File: src/rtl/raizing_sndcmd_fifo.sv
// raizing_sndcmd_fifo
// Command mailbox from the 68000 main CPU to the Z80 sound CPU. Bytes written
// by the 68000 are queued. The oldest byte is presented on SOUNDLATCH, and
// Z80INT is pulsed to announce it. Each Z80 acknowledge pops one entry. If no
// acknowledge arrives within 2^TO_W cycles of a pulse ending, the Z80 is
// interrupted again, so a missed IRQ cannot strand a command.
//
// Ports:
//   CLK96       sole clock
//   RESET96     asynchronous, active-high reset
//   CMD_WE      68000 write strobe (level; only the rising edge acts)
//   CMD_DIN     command byte, sampled in the CMD_WE rising-edge cycle
//   ACK         Z80 acknowledge (level; only the rising edge acts)
//   SOUNDLATCH  registered head-of-FIFO byte (holds its last value when empty)
//   Z80INT      interrupt pulse to the sound block
//   EMPTY/FULL  registered occupancy flags
//   COUNT       occupancy, 0..DEPTH
//   OVF         sticky overflow (a push was dropped)
//   WAIT_N      active-low backpressure to the 68000
//   FSM_STATE   IRQ FSM state, for observation only
//
// Build option: RAIZING_SNDCMD_BACKPRESSURE_EN
//   defined   - WAIT_N = ~FULL (registered). A write while full is held in a
//               one-entry pending slot and pushed once FULL clears. OVF stays 0.
//   undefined - WAIT_N is tied to 1. A write while full is dropped and OVF is set.
//
// Handshake: no valid/ready pair. A command is offered by a CMD_WE rising edge
// and consumed by an ACK rising edge. An ACK rising edge while the FIFO is
// empty is ignored. A push and a pop in the same cycle both take effect, even
// when the FIFO is full.

module raizing_sndcmd_fifo #(
  parameter int DEPTH     = 4,
  parameter int PULSE_LEN = 8,
  parameter int GAP_LEN   = 16,
  parameter int TO_W      = 20
) (
  input  logic                   CLK96,
  input  logic                   RESET96,
  input  logic                   CMD_WE,
  input  logic [7:0]             CMD_DIN,
  input  logic                   ACK,
  output logic [7:0]             SOUNDLATCH,
  output logic                   Z80INT,
  output logic                   EMPTY,
  output logic                   FULL,
  output logic [$clog2(DEPTH):0] COUNT,
  output logic                   OVF,
  output logic                   WAIT_N,
  output logic [1:0]             FSM_STATE
);

  localparam int AW   = $clog2(DEPTH);
  localparam int CW   = AW + 1;
  localparam int TMAX = (PULSE_LEN > GAP_LEN) ? PULSE_LEN : GAP_LEN;
  localparam int TW   = $clog2(TMAX + 1);

  localparam logic [1:0] S_IDLE     = 2'd0;
  localparam logic [1:0] S_PULSE    = 2'd1;
  localparam logic [1:0] S_WAIT_ACK = 2'd2;
  localparam logic [1:0] S_GAP      = 2'd3;

  logic          we_d;
  logic          ack_d;
  logic          we_re;
  logic          ack_re;
  logic          pop;
  logic          push;
  logic [7:0]    push_data;
  logic [7:0]    mem [DEPTH];
  logic [AW-1:0] wr_ptr;
  logic [AW-1:0] rd_ptr;
  logic [CW-1:0] count_nxt;
  logic [1:0]    state;
  logic [TW-1:0] tmr;
  logic [TO_W-1:0] to_cnt;

`ifdef RAIZING_SNDCMD_BACKPRESSURE_EN
  logic          pend_v;
  logic [7:0]    pend_d;
  logic          pend_set;
  logic          pend_clr;
`else
  logic          drop;
`endif

  assign we_re     = CMD_WE & ~we_d;
  assign ack_re    = ACK & ~ack_d;
  assign pop       = ack_re & (COUNT != '0);
  assign FSM_STATE = state;

  // Push arbitration. A pop in the same cycle makes room, so a full FIFO
  // still accepts the write (pop first, then push).
  always_comb begin
    push      = 1'b0;
    push_data = CMD_DIN;
`ifdef RAIZING_SNDCMD_BACKPRESSURE_EN
    pend_set  = 1'b0;
    pend_clr  = 1'b0;
    if (pend_v) begin
      // A held write goes in on the first cycle FULL is low. Any new edge
      // that arrives while it is held is ignored, because WAIT_N is low.
      if (!FULL) begin
        push      = 1'b1;
        push_data = pend_d;
        pend_clr  = 1'b1;
      end
    end else if (we_re) begin
      if (FULL && !pop) pend_set = 1'b1;
      else              push     = 1'b1;
    end
`else
    drop = 1'b0;
    if (we_re) begin
      if (FULL && !pop) drop = 1'b1;
      else              push = 1'b1;
    end
`endif
    count_nxt = COUNT + CW'(push) - CW'(pop);
  end

  // Storage is not reset. The pointers and COUNT alone decide which entries
  // are live.
  always_ff @(posedge CLK96) begin
    if (push) mem[wr_ptr] <= push_data;
  end

  always_ff @(posedge CLK96 or posedge RESET96) begin
    if (RESET96) begin
      we_d       <= 1'b0;
      ack_d      <= 1'b0;
      wr_ptr     <= '0;
      rd_ptr     <= '0;
      COUNT      <= '0;
      EMPTY      <= 1'b1;
      FULL       <= 1'b0;
      SOUNDLATCH <= 8'h00;
    end else begin
      we_d  <= CMD_WE;
      ack_d <= ACK;
      if (push) wr_ptr <= wr_ptr + AW'(1);
      if (pop)  rd_ptr <= rd_ptr + AW'(1);
      COUNT <= count_nxt;
      EMPTY <= (count_nxt == '0);
      FULL  <= (count_nxt == CW'(DEPTH));
      // Follows the registered pointer and count. The head therefore appears
      // one cycle after the write or pop that changed it.
      if (COUNT != '0) SOUNDLATCH <= mem[rd_ptr];
    end
  end

`ifdef RAIZING_SNDCMD_BACKPRESSURE_EN
  always_ff @(posedge CLK96 or posedge RESET96) begin
    if (RESET96) begin
      pend_v <= 1'b0;
      pend_d <= 8'h00;
      WAIT_N <= 1'b1;
    end else begin
      if (pend_set) begin
        pend_v <= 1'b1;
        pend_d <= CMD_DIN;
      end else if (pend_clr) begin
        pend_v <= 1'b0;
      end
      WAIT_N <= (count_nxt != CW'(DEPTH));
    end
  end

  assign OVF = 1'b0;
`else
  always_ff @(posedge CLK96 or posedge RESET96) begin
    if (RESET96) OVF <= 1'b0;
    else if (drop) OVF <= 1'b1;
  end

  assign WAIT_N = 1'b1;
`endif

  // IRQ FSM. Z80INT is a registered image of the PULSE state, so it rises one
  // cycle after the FSM enters PULSE and stays high for PULSE_LEN cycles. An
  // acknowledge during PULSE drops Z80INT on the next edge.
  always_ff @(posedge CLK96 or posedge RESET96) begin
    if (RESET96) begin
      state  <= S_IDLE;
      tmr    <= '0;
      to_cnt <= '0;
      Z80INT <= 1'b0;
    end else begin
      Z80INT <= (state == S_PULSE) && !ack_re;
      case (state)
        S_IDLE: begin
          if (COUNT != '0) begin
            state <= S_PULSE;
            tmr   <= TW'(PULSE_LEN - 1);
          end
        end
        S_PULSE: begin
          if (ack_re) begin
            state <= S_GAP;
            tmr   <= TW'(GAP_LEN - 1);
          end else if (tmr == '0) begin
            state  <= S_WAIT_ACK;
            to_cnt <= '0;
          end else begin
            tmr <= tmr - TW'(1);
          end
        end
        S_WAIT_ACK: begin
          if (ack_re) begin
            state <= S_GAP;
            tmr   <= TW'(GAP_LEN - 1);
          end else if (COUNT == '0) begin
            // The queue was drained by an acknowledge seen outside this
            // state. There is nothing left to re-announce.
            state <= S_IDLE;
          end else if (&to_cnt) begin
            state <= S_PULSE;
            tmr   <= TW'(PULSE_LEN - 1);
          end else begin
            to_cnt <= to_cnt + TO_W'(1);
          end
        end
        default: begin // S_GAP
          if (tmr == '0) state <= S_IDLE;
          else           tmr   <= tmr - TW'(1);
        end
      endcase
    end
  end

endmodule
File: config.mk
export PLATFORM = sky130hd
export DESIGN_NAME = raizing_sndcmd_fifo
export DESIGN_NICKNAME = d
export VERILOG_FILES = /design/src/rtl/raizing_sndcmd_fifo.sv
export SDC_FILE = /design/constraint.sdc
export NUM_CORES = 1
export LEC_CHECK = 0
export BUFFER_PORTS_ARGS = -buffer_cell sky130_fd_sc_hd__buf_2
export CAP_MARGIN = 20
export CORE_UTILIZATION = 50
export DETAILED_ROUTE_END_ITERATION = 10
export PLACE_DENSITY = 0.69
export SYNTH_ARGS = -nofsm -noshare
export SYNTH_HDL_FRONTEND = slang
export SYNTH_SLANG_ARGS = --single-unit
File: constraint.sdc
create_clock -name CLK96 -period 3.1 [get_ports CLK96]
set_input_delay 0.155 -clock CLK96 [delete_from_list [all_inputs] [get_ports CLK96]]
set_output_delay 0.155 -clock CLK96 [all_outputs]
set_load 0.03 [all_outputs]
==> run_summary.xml <==
<?xml version="1.0" encoding="UTF-8"?>
<metrics>
  <group name="clock_network">
    <metric name="clockRootBuffer" unit="">clkbuf_8</metric>
    <metric name="clkLatencyLatePin" unit="ps">350</metric>
    <metric name="cts_buffers" unit="">9</metric>
    <metric name="clock_sinks" unit="">80</metric>
    <metric name="postCtsSetupRepairBufs" unit="">0</metric>
    <metric name="cts-htree-levels" unit="">3</metric>
    <metric name="tritoncts" unit="">done</metric>
    <metric name="cts-resized-gates" unit="">0</metric>
    <metric name="worst_setup_hold_path_clk_slew" unit="ps">90</metric>
    <metric name="ctsHoldBuffers" unit="">4</metric>
    <metric name="clock_tree.buffer_depth" unit="">2</metric>
  </group>
  <group name="job">
    <metric name="max_cap_violations" unit="">0</metric>
  </group>
  <group name="sta">
    <metric name="setup_repair_after_global_routing_missed_its_margin" unit="">no</metric>
    <metric name="final_setup_skew" unit="ps">9.16</metric>
    <metric name="timing.fmax" unit="GHz">0.353</metric>
    <metric name="hold_violations" unit="">0</metric>
    <metric name="final-setup-viol-count" unit="">0</metric>
    <metric name="fin_worst_hold_slack" unit="ps">14.9</metric>
    <metric name="timing_worst_slew_pin_value" unit="ps">581</metric>
    <metric name="min_period_over_period" unit="%">91.5</metric>
    <metric name="worst_slew_margin_rel" unit="%">61.2</metric>
    <metric name="min_cycle_time_layout" unit="ps">2840</metric>
    <metric name="final.setup.tns" unit="ps">0</metric>
    <metric name="timing_max_transition_violations_final" unit="">0</metric>
  </group>
  <group name="finish">
    <metric name="final_layout_size_suffix_gt1_share" unit="%">20.4</metric>
    <metric name="finalNetCount" unit="">364</metric>
    <metric name="syn_to_final_growth" unit="%">13.6</metric>
    <metric name="postLayoutCoreUtil" unit="%">59.5</metric>
    <metric name="seq_area" unit="mm2">0.00216</metric>
    <metric name="area_used_by_multi_input_combinational_logic" unit="mm2">0.00135</metric>
    <metric name="post_layout_inst_area" unit="mm2">0.00411</metric>
    <metric name="final.fill_count" unit="">587</metric>
    <metric name="n_antenna_cell" unit="">0</metric>
  </group>
  <group name="place">
    <metric name="routability_cong" unit="">0.833</metric>
    <metric name="detailed_place.area" unit="mm2">0.00385</metric>
    <metric name="io_buffer_count" unit="">28</metric>
    <metric name="hpwl" unit="mm">4.40</metric>
  </group>
  <group name="min_path">
    <metric name="hold_class" unit="">input pin to register</metric>
  </group>
  <group name="power">
    <metric name="leakage" unit="uW">0.00168</metric>
    <metric name="power_per_cell_area" unit="mW/mm2">875</metric>
    <metric name="irDropWorstVdd" unit="mV">0.722</metric>
  </group>
  <group name="worst_setup_path">
    <metric name="critPathArrivalTime" unit="ps">3100</metric>
    <metric name="critical_path_class" unit="">input pin to register</metric>
    <metric name="cp_data_required_time" unit="ps">3360</metric>
    <metric name="cp_cell_sequence" unit="">dlygate4sd3_1, buf_2, nor2b_1, nand2_1, a21boi_1, inv_1, ha_1, inv_1, ha_1, fa_1, xnor2_1, xnor2_1, nor3b_1</metric>
    <metric name="timing.critical_path.from_type" unit="">input pin</metric>
    <metric name="cp_slowest_cell" unit="">dlygate4sd3_1</metric>
    <metric name="critPathMaxFanout" unit="">8</metric>
    <metric name="worst_path_largest_cell_delay" unit="ps">520</metric>
    <metric name="worst_path_dominant_cell_family" unit="">adder cells</metric>
    <metric name="cp_num_buf_inv" unit="">4</metric>
    <metric name="worstSetupEndpointType" unit="">register</metric>
  </group>
  <group name="yosys">
    <metric name="instance_count_of_the_mapped_netlist" unit="">304</metric>
    <metric name="post_synth_mux_area_share" unit="%">4.98</metric>
    <metric name="post_synth_instance_area" unit="mm2">0.00362</metric>
    <metric name="synth_async_sr_flop_share" unit="%">60.0</metric>
    <metric name="most_common_flop_cell_mapped_by_yosys" unit="">dfrtp_1</metric>
    <metric name="post_synth_cell_types" unit="">55</metric>
    <metric name="post_synth_top_area_cell" unit="">dfrtp_1</metric>
    <metric name="synth_warnings" unit="">0</metric>
    <metric name="ys_seq_elements" unit="">80</metric>
    <metric name="synth-compound-area-share" unit="%">9.55</metric>
    <metric name="synth_edf_count" unit="">32</metric>
    <metric name="synthXorXnorAreaFrac" unit="%">2.18</metric>
    <metric name="synth.most_common_cell" unit="">nand2_1</metric>
    <metric name="synth_top_area_share" unit="%">32.5</metric>
    <metric name="postSynthNetCount" unit="">325</metric>
    <metric name="synth_area_per_cell" unit="um2">11.9</metric>
    <metric name="yosys.area_share.simple" unit="%">17.3</metric>
    <metric name="seq_area_frac_synth" unit="%">59.8</metric>
    <metric name="synthTopCellsByArea" unit="">dfrtp_1 (33%), edfxtp_1 (27%), nand2_1 (5.2%)</metric>
    <metric name="most_instantiated_cells_after_synthesis" unit="">nand2_1 (50), dfrtp_1 (47), edfxtp_1 (32)</metric>
    <metric name="synth_top_family_by_area" unit="">simple AND/OR/NAND/NOR gates</metric>
    <metric name="synth-adder-area-share" unit="%">3.32</metric>
  </group>
  <group name="grt">
    <metric name="grt_remaining_overflow" unit="">0</metric>
    <metric name="grt_pass1_wl" unit="mm">10.9</metric>
    <metric name="grt_antenna_before_repair" unit="">0</metric>
    <metric name="grt_start_max_net_pins" unit="">49</metric>
    <metric name="global_route.usage.total" unit="%">19.4</metric>
    <metric name="vias_in_the_first_global_route" unit="">2244</metric>
  </group>
  <group name="floorplanning">
    <metric name="start_util" unit="%">52.4</metric>
    <metric name="placeableCoreArea" unit="mm2">0.00691</metric>
    <metric name="chipWidth" unit="um">87.0</metric>
    <metric name="die_area" unit="mm2">0.00758</metric>
    <metric name="boundaryPins" unit="">30</metric>
    <metric name="dieHeight" unit="um">87.0</metric>
    <metric name="num_rows" unit="">30</metric>
  </group>
  <group name="route">
    <metric name="post-route-drc-count" unit="">0</metric>
    <metric name="drt_pass1_iterations" unit="">4</metric>
    <metric name="routed_via_density" unit="">5.31</metric>
    <metric name="drt-total-wl" unit="mm">6.52</metric>
    <metric name="drt-initial-drc-count" unit="">121</metric>
    <metric name="detail-route-antenna-nets" unit="">0</metric>
    <metric name="average_routed_wire_per_standard_cell" unit="um">14.7</metric>
    <metric name="vias" unit="">2358</metric>
  </group>
  <group name="status">
    <metric name="status" unit="">completed</metric>
  </group>
</metrics>
==> area by class of cell <==
| cell class | instances | area share, % |
|---|---|---|
| tap | 96 | 2.92 |
| inverter | 14 | 1.28 |
| clock buffer | 10 | 3.35 |
| sequential | 80 | 52.6 |
| timing repair buffer | 37 | 5.66 |
| clock inverter | 6 | 1.22 |
| multi-input combinational | 201 | 32.9 |
==> power by group <==
group	switching [uW]	internal, uW	total [uW]
Combinational	723	513	1240
Clock	395	321	715
Sequential	264	1380	1640
Total	1380	2210	3590
==> state kept, by name, indices dropped and copies added, names as in the netlist <==
register,count
rd_ptr,2
Z80INT,1
EMPTY,1
tmr,5
OVF,1
SOUNDLATCH,8
mem,32
FSM_STATE,2
COUNT,3
we_d,1
ack_d,1
to_cnt,20
FULL,1
wr_ptr,2
==> final timing paths <==
kind | to | cells past startpoint | slack, ps | start
min reg2reg | SOUNDLATCH[3] | 2 | 460 | SOUNDLATCH[3]
min in group asynchronous | wr_ptr[1] | 3 | 230 | RESET96
max reg2reg | FULL | 11 | 330 | COUNT[1]
max | FULL | 13 | 260 | ACK
max in group asynchronous | EMPTY | 4 | 2360 | RESET96
min | mem[3][2] | 1 | 10 | CMD_DIN[2]
==> logic make-up (layout without fill, tap and decap cells) <==
kind of cell             count (synthesis)  after routing
AO/OA/AOI/OAI                           51             51
AND/OR/NAND/NOR                        123            123
adder cells (fa/ha/maj)                  9              9
multiplexers                             8              8
buffers and inverters                   23             67
XOR/XNOR                                 9              9
flip-flops                              80             80
other                                    1              1
==> metrics by stage <==
| step | worst slack (ps) | instances | power [uW] |
|---|---|---|---|
| after floorplan | 99.4 | 304 | 2580 |
| after global placement | 473 | 422 | 2860 |
| after detailed placement | 274 | 422 | 2910 |
| after CTS | 200 | 442 | 3640 |
| after global routing | 9.02 | 444 | 3850 |
| final | 263 | 444 | 3590 |
==> per-layer routing <==
layer / vias up / global-route usage [%] / wire length, um
met5: - / 0 / 0
met4: 0 / 8.64 / 121
met3: 11 / 3.60 / 175
met2: 44 / 29.2 / 3160
met1: 1140 / 27.6 / 3060
li1: 1163 / - / -
==> cells in the final DEF, fill, tap and decap left out, drive strengths merged, types with 4 or more instances in the layout <==
master and instances:
nand2 50, dfrtp 47, edfxtp 32, buf 32, nor2 23, inv 16
nand3 13, o21ai 12, clkbuf 10, a21oi 10, and2 9, mux4 8
ha 8, xnor2 7, a31oi 7, nor3 6, dlygate4sd3 5, o31ai 4
or4 4, a21boi 4
(Power assumes the default switching activity.)
